==> config.mk <==
export PLATFORM = sky130hd
export DESIGN_NAME = fpu_issue_ctrl
export DESIGN_NICKNAME = d
export VERILOG_FILES = /design/src/rtl/ibex_pkg.sv /design/src/rtl/fpu_issue_ctrl.sv
export SDC_FILE = /design/constraint.sdc
export NUM_CORES = 1
export LEC_CHECK = 0
export ABC_AREA = 1
export ABC_CLOCK_PERIOD_IN_PS = 3650
export BUFFER_PORTS_ARGS = -buffer_cell sky130_fd_sc_hd__buf_2
export CAP_MARGIN = 20
export CORE_ASPECT_RATIO = 1.5
export CORE_MARGIN = 5
export CORE_UTILIZATION = 46
export CTS_CLUSTER_DIAMETER = 30
export DETAILED_ROUTE_END_ITERATION = 8
export PLACE_DENSITY = 0.85
export SYNTH_ARGS = -nofsm -noshare
export SYNTH_HDL_FRONTEND = slang
export SYNTH_SLANG_ARGS = --single-unit
export TNS_END_PERCENT = 30
==> constraint.sdc <==
create_clock -name IO_CLK -period 3.65 [get_ports IO_CLK]
set_input_delay 0.5475 -clock IO_CLK [delete_from_list [all_inputs] [get_ports IO_CLK]]
set_output_delay 0.5475 -clock IO_CLK [all_outputs]
set_load 0.02 [all_outputs]
==> src/rtl/ibex_pkg.sv <==
// Shared FPU operation encoding used by the issue controller and its consumers.
package ibex_pkg;

    typedef enum logic [2:0] {
        FP_ALU_ADD    = 3'd0,
        FP_ALU_SUB    = 3'd1,
        FP_ALU_MUL    = 3'd2,
        FP_ALU_CVT    = 3'd3,
        FP_ALU_SGNJ   = 3'd4,
        FP_ALU_MINMAX = 3'd5,
        FP_ALU_CMP    = 3'd6,
        FP_ALU_CLASS  = 3'd7
    } fp_alu_op_e;

endpackage

==> src/rtl/fpu_issue_ctrl.sv <==
// Issue wrapper that holds operands steady around a multicycle combinational FPU.
// Optional macro FPU_ISSUE_SHORTCUT_EN gives sign-inject/min-max/compare/classify ops a 1-cycle latency.
module fpu_issue_ctrl #(
    parameter int NUM_WAIT_CYCLES = 2
) (
    input  logic                   IO_CLK,
    input  logic                   IO_RST,
    input  logic                   flush_i,
    input  logic                   req_valid_i,
    output logic                   req_ready_o,
    input  ibex_pkg::fp_alu_op_e   operator_i,
    input  logic [31:0]            operand_a_i,
    input  logic [31:0]            operand_b_i,
    input  logic [1:0]             mode_i,
    output ibex_pkg::fp_alu_op_e   fpu_operator_o,
    output logic [31:0]            fpu_operand_a_o,
    output logic [31:0]            fpu_operand_b_o,
    output logic [1:0]             fpu_mode_o,
    input  logic [31:0]            fpu_result_i,
    output logic                   resp_valid_o,
    input  logic                   resp_ready_i,
    output logic [31:0]            result_o,
    output logic                   busy_o
);

    localparam logic [1:0] IDLE = 2'd0;
    localparam logic [1:0] EXEC = 2'd1;
    localparam logic [1:0] DONE = 2'd2;

    localparam logic [3:0] WAIT_LOAD = 4'(NUM_WAIT_CYCLES - 1);

    logic [1:0]           state_q, state_d;
    logic [3:0]           cnt_q, cnt_d;
    ibex_pkg::fp_alu_op_e op_q, op_d;
    logic [31:0]          opa_q, opa_d;
    logic [31:0]          opb_q, opb_d;
    logic [1:0]           mode_q, mode_d;
    logic [31:0]          result_q, result_d;
    logic                 resp_valid_q, resp_valid_d;
    logic                 accept;
    logic [3:0]           cnt_load;

    assign req_ready_o = !flush_i && (state_q == IDLE || (state_q == DONE && resp_ready_i));
    assign accept      = req_valid_i && req_ready_o;

`ifdef FPU_ISSUE_SHORTCUT_EN
    // Cheap ops settle within one cycle, so skip the multicycle hold window for them.
    always_comb begin
        cnt_load = WAIT_LOAD;
        if (operator_i inside {ibex_pkg::FP_ALU_SGNJ, ibex_pkg::FP_ALU_MINMAX,
                               ibex_pkg::FP_ALU_CMP, ibex_pkg::FP_ALU_CLASS}) begin
            cnt_load = 4'd0;
        end
    end
`else
    assign cnt_load = WAIT_LOAD;
`endif

    always_comb begin
        state_d      = state_q;
        cnt_d        = cnt_q;
        op_d         = op_q;
        opa_d        = opa_q;
        opb_d        = opb_q;
        mode_d       = mode_q;
        result_d     = result_q;
        resp_valid_d = resp_valid_q;

        // Flush wins over everything but leaves the last payload and result visible.
        if (flush_i) begin
            state_d      = IDLE;
            resp_valid_d = 1'b0;
            cnt_d        = 4'd0;
        end else begin
            case (state_q)
                IDLE: ;
                EXEC: begin
                    if (cnt_q == 4'd0) begin
                        result_d     = fpu_result_i;
                        resp_valid_d = 1'b1;
                        state_d      = DONE;
                    end else begin
                        cnt_d = cnt_q - 4'd1;
                    end
                end
                DONE: begin
                    if (resp_ready_i) begin
                        resp_valid_d = 1'b0;
                        state_d      = IDLE;
                    end
                end
                default: state_d = IDLE;
            endcase

            // An accept in DONE overrides the return to IDLE so back-to-back ops have no bubble.
            if (accept) begin
                op_d         = operator_i;
                opa_d        = operand_a_i;
                opb_d        = operand_b_i;
                mode_d       = mode_i;
                cnt_d        = cnt_load;
                state_d      = EXEC;
                resp_valid_d = 1'b0;
            end
        end
    end

    always_ff @(posedge IO_CLK or posedge IO_RST) begin
        if (IO_RST) begin
            state_q      <= IDLE;
            cnt_q        <= 4'd0;
            op_q         <= ibex_pkg::FP_ALU_ADD;
            opa_q        <= 32'd0;
            opb_q        <= 32'd0;
            mode_q       <= 2'd0;
            result_q     <= 32'd0;
            resp_valid_q <= 1'b0;
        end else begin
            state_q      <= state_d;
            cnt_q        <= cnt_d;
            op_q         <= op_d;
            opa_q        <= opa_d;
            opb_q        <= opb_d;
            mode_q       <= mode_d;
            result_q     <= result_d;
            resp_valid_q <= resp_valid_d;
        end
    end

    assign fpu_operator_o  = op_q;
    assign fpu_operand_a_o = opa_q;
    assign fpu_operand_b_o = opb_q;
    assign fpu_mode_o      = mode_q;
    assign result_o        = result_q;
    assign resp_valid_o    = resp_valid_q;
    assign busy_o          = (state_q != IDLE);

endmodule

==> reports/qor.csv, run 1 <==
stage;metric;value;unit
status;status;complete, no violations;
pwr;powerDensity;867;mW/mm^2
drt;antenna_left;0;
sta;final-setup-viol-count;0;
pwr;sequentialPowerShare;0.390;
setup_path;reg2reg_from;state_q[0];
sta;fin_crit_sh;0.693;
sta;rsz0062_at_grt;no;
sta;slew_headroom;0.494;
layout;layout_commonest_cell;buf_2;
setup_path;crit_family;buffers and inverters;
sta;clock.fmax;396;MHz
setup_path;path_class;reg -> out;
floorplan;die_area;0.0117;mm^2
floorplan;fp.dieW;89.8;um
pwr;p_leak;0.00347;uW
global_routing;grt_pass1_vias;4066;
setup_path;cp_slowest_cell;dfrtp_1;
floorplan;placementRows;43;
synthesis;yosys.area.top_type_share;0.615;
layout;drive_gt1_frac;0.337;
floorplan;floorplan.io_pins;210;
drt;wirelength;11.8;mm
clocking;cts_hold_buf;0;
floorplan;initial_core_util;0.472;
clocking;path_clk_slew;0.07;ns
drt;drc;0;
clocking;htreeDepth;3;
pwr;netSwitchingFraction;0.408;
pwr;p_sw;2080;uW
synthesis;synth_top_family_by_area;simple AND/OR/NAND/NOR gates;
sta;worst_pin_slew;0.760;ns
synthesis;ys_seq_area_frac;0.615;
synthesis;syn_area;0.00440;mm^2
layout;final_cell_mix;209 x buf_2, 185 x nand2_1, 108 x dfrtp_1, 74 x nand3_1, 41 x inv_1;
synthesis;synth_cell_types;14;
pwr;pwr-share-comb;0.401;
setup_path;end_kind;output pin;
drt;vias;4003;
setup_path;critical_path_required;3.10;ns
synthesis;synth_seq_cells;108;
floorplan;die_y;130;um
clocking;cts_buffers;9;
sta;final_hold_viol_count;0;
setup_path;crit_arrival;1.98;ns
clocking;clock_path_buffers;2;
sta;min_period;2.53;ns
drt;drt_first_pass_iters;4;
synthesis;synth_compound_area_frac;0.0504;
drt;viasPerCell;4.94;
pwr;intPower;3010;uW
pwr;clkPwrFrac;0.209;
layout;stdcell_count;810;
synthesis;synthAdderAreaFrac;0.0142;
clocking;cts_tree;done;
setup_path;critical_path.max_stage_delay;0.40;ns
setup_path;crit_fanout;40;
synthesis;synthXorXnorAreaFrac;0;
synthesis;syn_inst;494;
setup_path;cp_cell_sequence;inv_1, ha_1, nand2_1, a21oi_4, buf_4, buf_2;
place;dp.cells;793;
hold_path;hp-class;in -> async;
synthesis;ys.warnings.count;0;
layout;area_growth;33.5;%
clocking;cts_resized;0;
synthesis;yosys.area_share.simple;0.255;
setup_path;worst-r2r-cell-count;8;
floorplan;coreArea;0.00931;mm^2
place;port_buffers;209;
synthesis;avgSynthCellArea;8.90;um^2
setup_path;cp-start-kind;flop;
layout;antenna_cells;0;
run;maxCapViolations;0;
global_routing;grt_overflow;0;
synthesis;muxShareOfSynthArea;0;
layout;fillerInstances;788;
synthesis;syn-num-nets;605;
pwr;ir_drop;457;uV
sta;maxSlewViolCount;0;
global_routing;grt_pass1_wl;19.1;mm
sta;tns;0;ns
place;gp_congestion;0.822;
global_routing;grt_use_total;0.201;
global_routing;grt_max_degree;84;
setup_path;path_buf_inv;3;
sta;fin_worst_skew;0.00922;ns
clocking;cts-root-buf;clkbuf_16;
place;place_hpwl;8.70;mm
clocking;cts_sinks;108;
setup_path;r2r_end;fpu_operand_a_o[2];
synthesis;synthTopCellsByArea;dfrtp_1 61%, nand2_1 16%, nand3_1 8.4%;
clocking;clk_latency;0.34;ns
drt;drtIter0Drc;88;
synthesis;yosysTopAreaCell;dfrtp_1;
layout;fin_nets;804;
clocking;post_cts_buffers;0;
global_routing;antenna_found_initial;0;
drt;post_drt_wl_per_cell;14.5;um
setup_path;r2r_setup_slack;1.56;ns
registers in the layout, indices dropped and copies added (netlist names):
name             flops
cnt_q                4
fpu_operator_o       3
resp_valid_o         1
state_q              2
result_o            32
fpu_operand_a_o     32
fpu_mode_o           2
fpu_operand_b_o     32
layout make-up:
type	instances	area (um^2)	share of cell area
well taps	112	140	0.0239
clock buffers	12	256	0.0437
multi-input cells	316	1410	0.240
clock inverters	4	80.1	0.0136
flip-flops and latches	108	2700	0.461
inverters	42	160	0.0273
repair buffers	216	1120	0.191
metal layers:
metal / vias to the layer above / share of wire / GRT usage
li1: 1946 / - / -
met1: 1852 / 0.39 / 0.231
met2: 182 / 0.50 / 0.343
met3: 23 / 0.091 / 0.0657
met4: 0 / 0.028 / 0.0899
met5: - / 0 / 0
logic make-up after synthesis:
group / after synthesis
AO/OA/AOI/OAI: 41
adder cells (fa/ha/maj): 5
buffers and inverters: 70
flip-flops: 108
AND/OR/NAND/NOR: 270
worst register-to-register path, delay by kind of cell (launching register included):
kind	cells	cell delay (ns)
compound gates	1	0.08
fa+ha+maj	1	0.23
buf+inv	2	0.55
flops	1	0.38
simple gates	4	0.77
power groups by stage:
stage	clock [uW]	combinational (uW)	sequential, uW
after floorplan	0	651	2600
after global placement	0	2000	1970
after detailed placement	0	2060	1990
after CTS	1090	2060	1980
after global routing	1130	2240	2050
final	1060	2040	1980
how the worst max path moves through the flow:
| stage | startpoint | to | slack, ns | depth (start not counted) |
|---|---|---|---|---|
| global route | state_q[0] | req_ready_o | 0.97 | 6 |
| floorplan | IO_RST | cnt_q[0] | 0.26 | 1 |
| detailed placement | state_q[0] | req_ready_o | 1.49 | 6 |
| CTS | state_q[0] | req_ready_o | 1.11 | 6 |
| finish | state_q[0] | req_ready_o | 1.12 | 6 |
| global placement | state_q[0] | req_ready_o | 1.54 | 6 |
Yosys cell counts (all sizes together):
master	instances
nand2	186
dfrtp	108
nand3	74
inv	42
o21ai	33
buf	19
clkbuf	9
nor2	7
a21oi	6
ha	5
a21boi	2
nand3b	2
nand4	1
per-stage QoR:
stage | power [uW] | area (um^2) | hold WS (ns) | utilization | setup WS (ns)
global route | 5420 | 5870 | 0.209 | 0.630 | 0.966
floorplan | 3260 | 4400 | 0.498 | - | 0.257
CTS | 5140 | 5840 | 0.418 | 0.627 | 1.11
global placement | 3970 | 5500 | 0.450 | 0.591 | 1.54
finish | 5080 | 5870 | 0.193 | 0.630 | 1.12
detailed placement | 4060 | 5500 | 0.453 | 0.591 | 1.49
(Power assumes the default switching activity.)
==> inputs of run 2 (changes only) <==
ABC_CLOCK_PERIOD_IN_PS = 2300   (was 3650)
CORE_UTILIZATION = 42   (was 46)
PLACE_DENSITY = 0.82   (was 0.85)
clock period = 2.3 ns   (was 3.65 ns; I/O delays follow)
==> run 2 against run 1 <==
Compared with the run above: non-clock buffer count is the same; die area grew 8.6%; largest power group unchanged; power rose by 56%; highest routed layer unchanged; critical endpoint unchanged.
==> reports/qor.csv, run 2 (synthesis gave the netlist of run 1 again) <==
stage;metric;value;unit;change
status;status;complete, no violations;;
clocking;clk_latency;0.34;ns;about the same
layout;utilization;0.576;;-0.0539
clocking;cts_sinks;108;;unchanged
setup_path;cp-start-kind;flop;;
setup_path;reg2reg_from;state_q[0];;
sta;worst_pin_slew;0.725;ns;-0.0343 ns
sta;fin_worst_skew;0.00680;ns;-0.00242 ns
pwr;power;7930;uW;+56%
setup_path;path_buf_inv;2;;-1
setup_path;end_kind;output pin;;
layout;multi_input_area;0.00141;mm^2;unchanged
setup_path;cp.depth;5;;-1
global_routing;grt_use_total;0.186;;-0.0149
clocking;post_cts_buffers;0;;unchanged
setup_path;critical_path.max_stage_delay;0.40;ns;about the same
sta;final-setup-viol-count;0;;unchanged
place;dp.cells;823;;+3.8%
place;gp_congestion;0.755;;-8.1%
setup_path;path_class;reg -> out;;
pwr;ir_drop;626;uV;+37%
drt;vias;3967;;-0.90%
sta;hold_ws;0.162;ns;-0.0302 ns
hold_path;hp-class;in -> async;;
layout;final_cell_mix;209 x buf_2, 185 x nand2_1, 108 x dfrtp_1, 74 x nand3_1, 41 x inv_1;;
layout;layout_commonest_cell;buf_2;;
global_routing;grt_max_degree;109;;+30%
global_routing;antenna_found_initial;0;;unchanged
sta;tns;0;ns;unchanged
drt;post_drt_wl_per_cell;13.9;um;-4.5%
setup_path;r2r_setup_slack;0.33;ns;-1.23 ns
layout;fin_nets;804;;unchanged
clocking;cts_resized;0;;unchanged
global_routing;grt_overflow;0;;unchanged
clocking;htreeDepth;3;;unchanged
layout;regArea;0.00270;mm^2;unchanged
floorplan;die_area;0.0127;mm^2;+8.6%
setup_path;r2r_end;fpu_operator_o[0];;
layout;fillerInstances;889;;+13%
floorplan;coreArea;0.0102;mm^2;+9.5%
layout;area_growth;33.6;%;
clocking;cts_hold_buf;0;;unchanged
sta;min_period;2.14;ns;
setup_path;critical_path_required;1.96;ns;-1.14 ns
setup_path;cp_cell_sequence;inv_1, ha_1, nand2_1, a21oi_4, buf_2;;
sta;rsz0062_at_grt;no;;
pwr;powerDensity;1350;mW/mm^2;+56%
drt;drtIter0Drc;258;;+190%
setup_path;worst-r2r-cell-count;8;;unchanged
floorplan;fp.dieW;93.5;um;+4.1%
place;port_buffers;209;;unchanged
setup_path;crit_family;flip-flops;;
sta;maxSlewViolCount;0;;unchanged
drt;drt_first_pass_iters;6;;+2
layout;drive_gt1_frac;0.338;;+0.00143
drt;wirelength;11.6;mm;-1.1%
setup_path;crit_fanout;14;;-65%
clocking;cts-root-buf;clkbuf_16;;
sta;clock.fmax;468;MHz;
clocking;path_clk_slew;0.07;ns;about the same
clocking;clock_path_buffers;2;;unchanged
setup_path;cp_slowest_cell;dfrtp_1;;
pwr;p_leak;0.00345;uW;-0.47%
global_routing;grt_pass1_wl;18.9;mm;-0.94%
floorplan;placementRows;45;;+4.7%
drt;drc;0;;unchanged
sta;fin_crit_sh;0.928;;
floorplan;die_y;135;um;+4.3%
run;maxCapViolations;0;;unchanged
floorplan;floorplan.io_pins;210;;unchanged
clocking;cts_tree;done;;
layout;stdcell_count;839;;+3.6%
floorplan;initial_core_util;0.431;;-0.0409
setup_path;crit_arrival;1.79;ns;-0.19 ns
sta;slew_headroom;0.516;;+0.0229
drt;viasPerCell;4.73;;-4.3%
layout;antenna_cells;0;;unchanged
place;place_hpwl;8.40;mm;-3.4%
global_routing;grt_pass1_vias;4025;;-1.0%
clocking;cts_buffers;9;;unchanged
drt;antenna_left;0;;unchanged
sta;final_hold_viol_count;0;;unchanged
==> run 2: final cells by class <==
cell class,instances,share of cell area
flip-flops and latches,108,0.460
inverters,42,0.0275
well taps,141,0.0300
clock inverters,6,0.0106
clock buffers,10,0.0407
repair buffers,216,0.191
multi-input cells,316,0.240
==> run 2: tightest hold or removal path, cell delays in order <==
cell	delay (ns)
buf_2	0.11
clkinvlp_4	0.07
buf_12	0.42
==> run 2: stage by stage <==
step	setup slack, ns	instance area [um^2]
final	0.165	5870
after floorplan	0.653	4400
after CTS	0.155	5870
after global placement	0.465	5570
after global routing	0.0250	5870
after detailed placement	0.366	5570
==> run 2: where the power goes <==
part	internal [uW]	switching [uW]
clock	874	668
sequential	2710	430
combinational	1060	2190
==> run 2: how the worst max path moves through the flow <==
stage	startpoint	end	slack, ns
floorplan	IO_RST	cnt_q[0]	0.65
global placement	state_q[0]	fpu_operand_b_o[28]	0.47
detailed placement	state_q[0]	fpu_operator_o[0]	0.37
CTS	state_q[0]	req_ready_o	0.15
global route	state_q[0]	req_ready_o	0.02
finish	state_q[0]	req_ready_o	0.16
==> run 2: layer usage <==
layer  up-vias  track usage  wire [um]
met4         0       0.0763        309
li1       1948            -          -
met2       171        0.315       5770
met1      1824        0.220       4590
met5         -            0          0
met3        24       0.0545        956
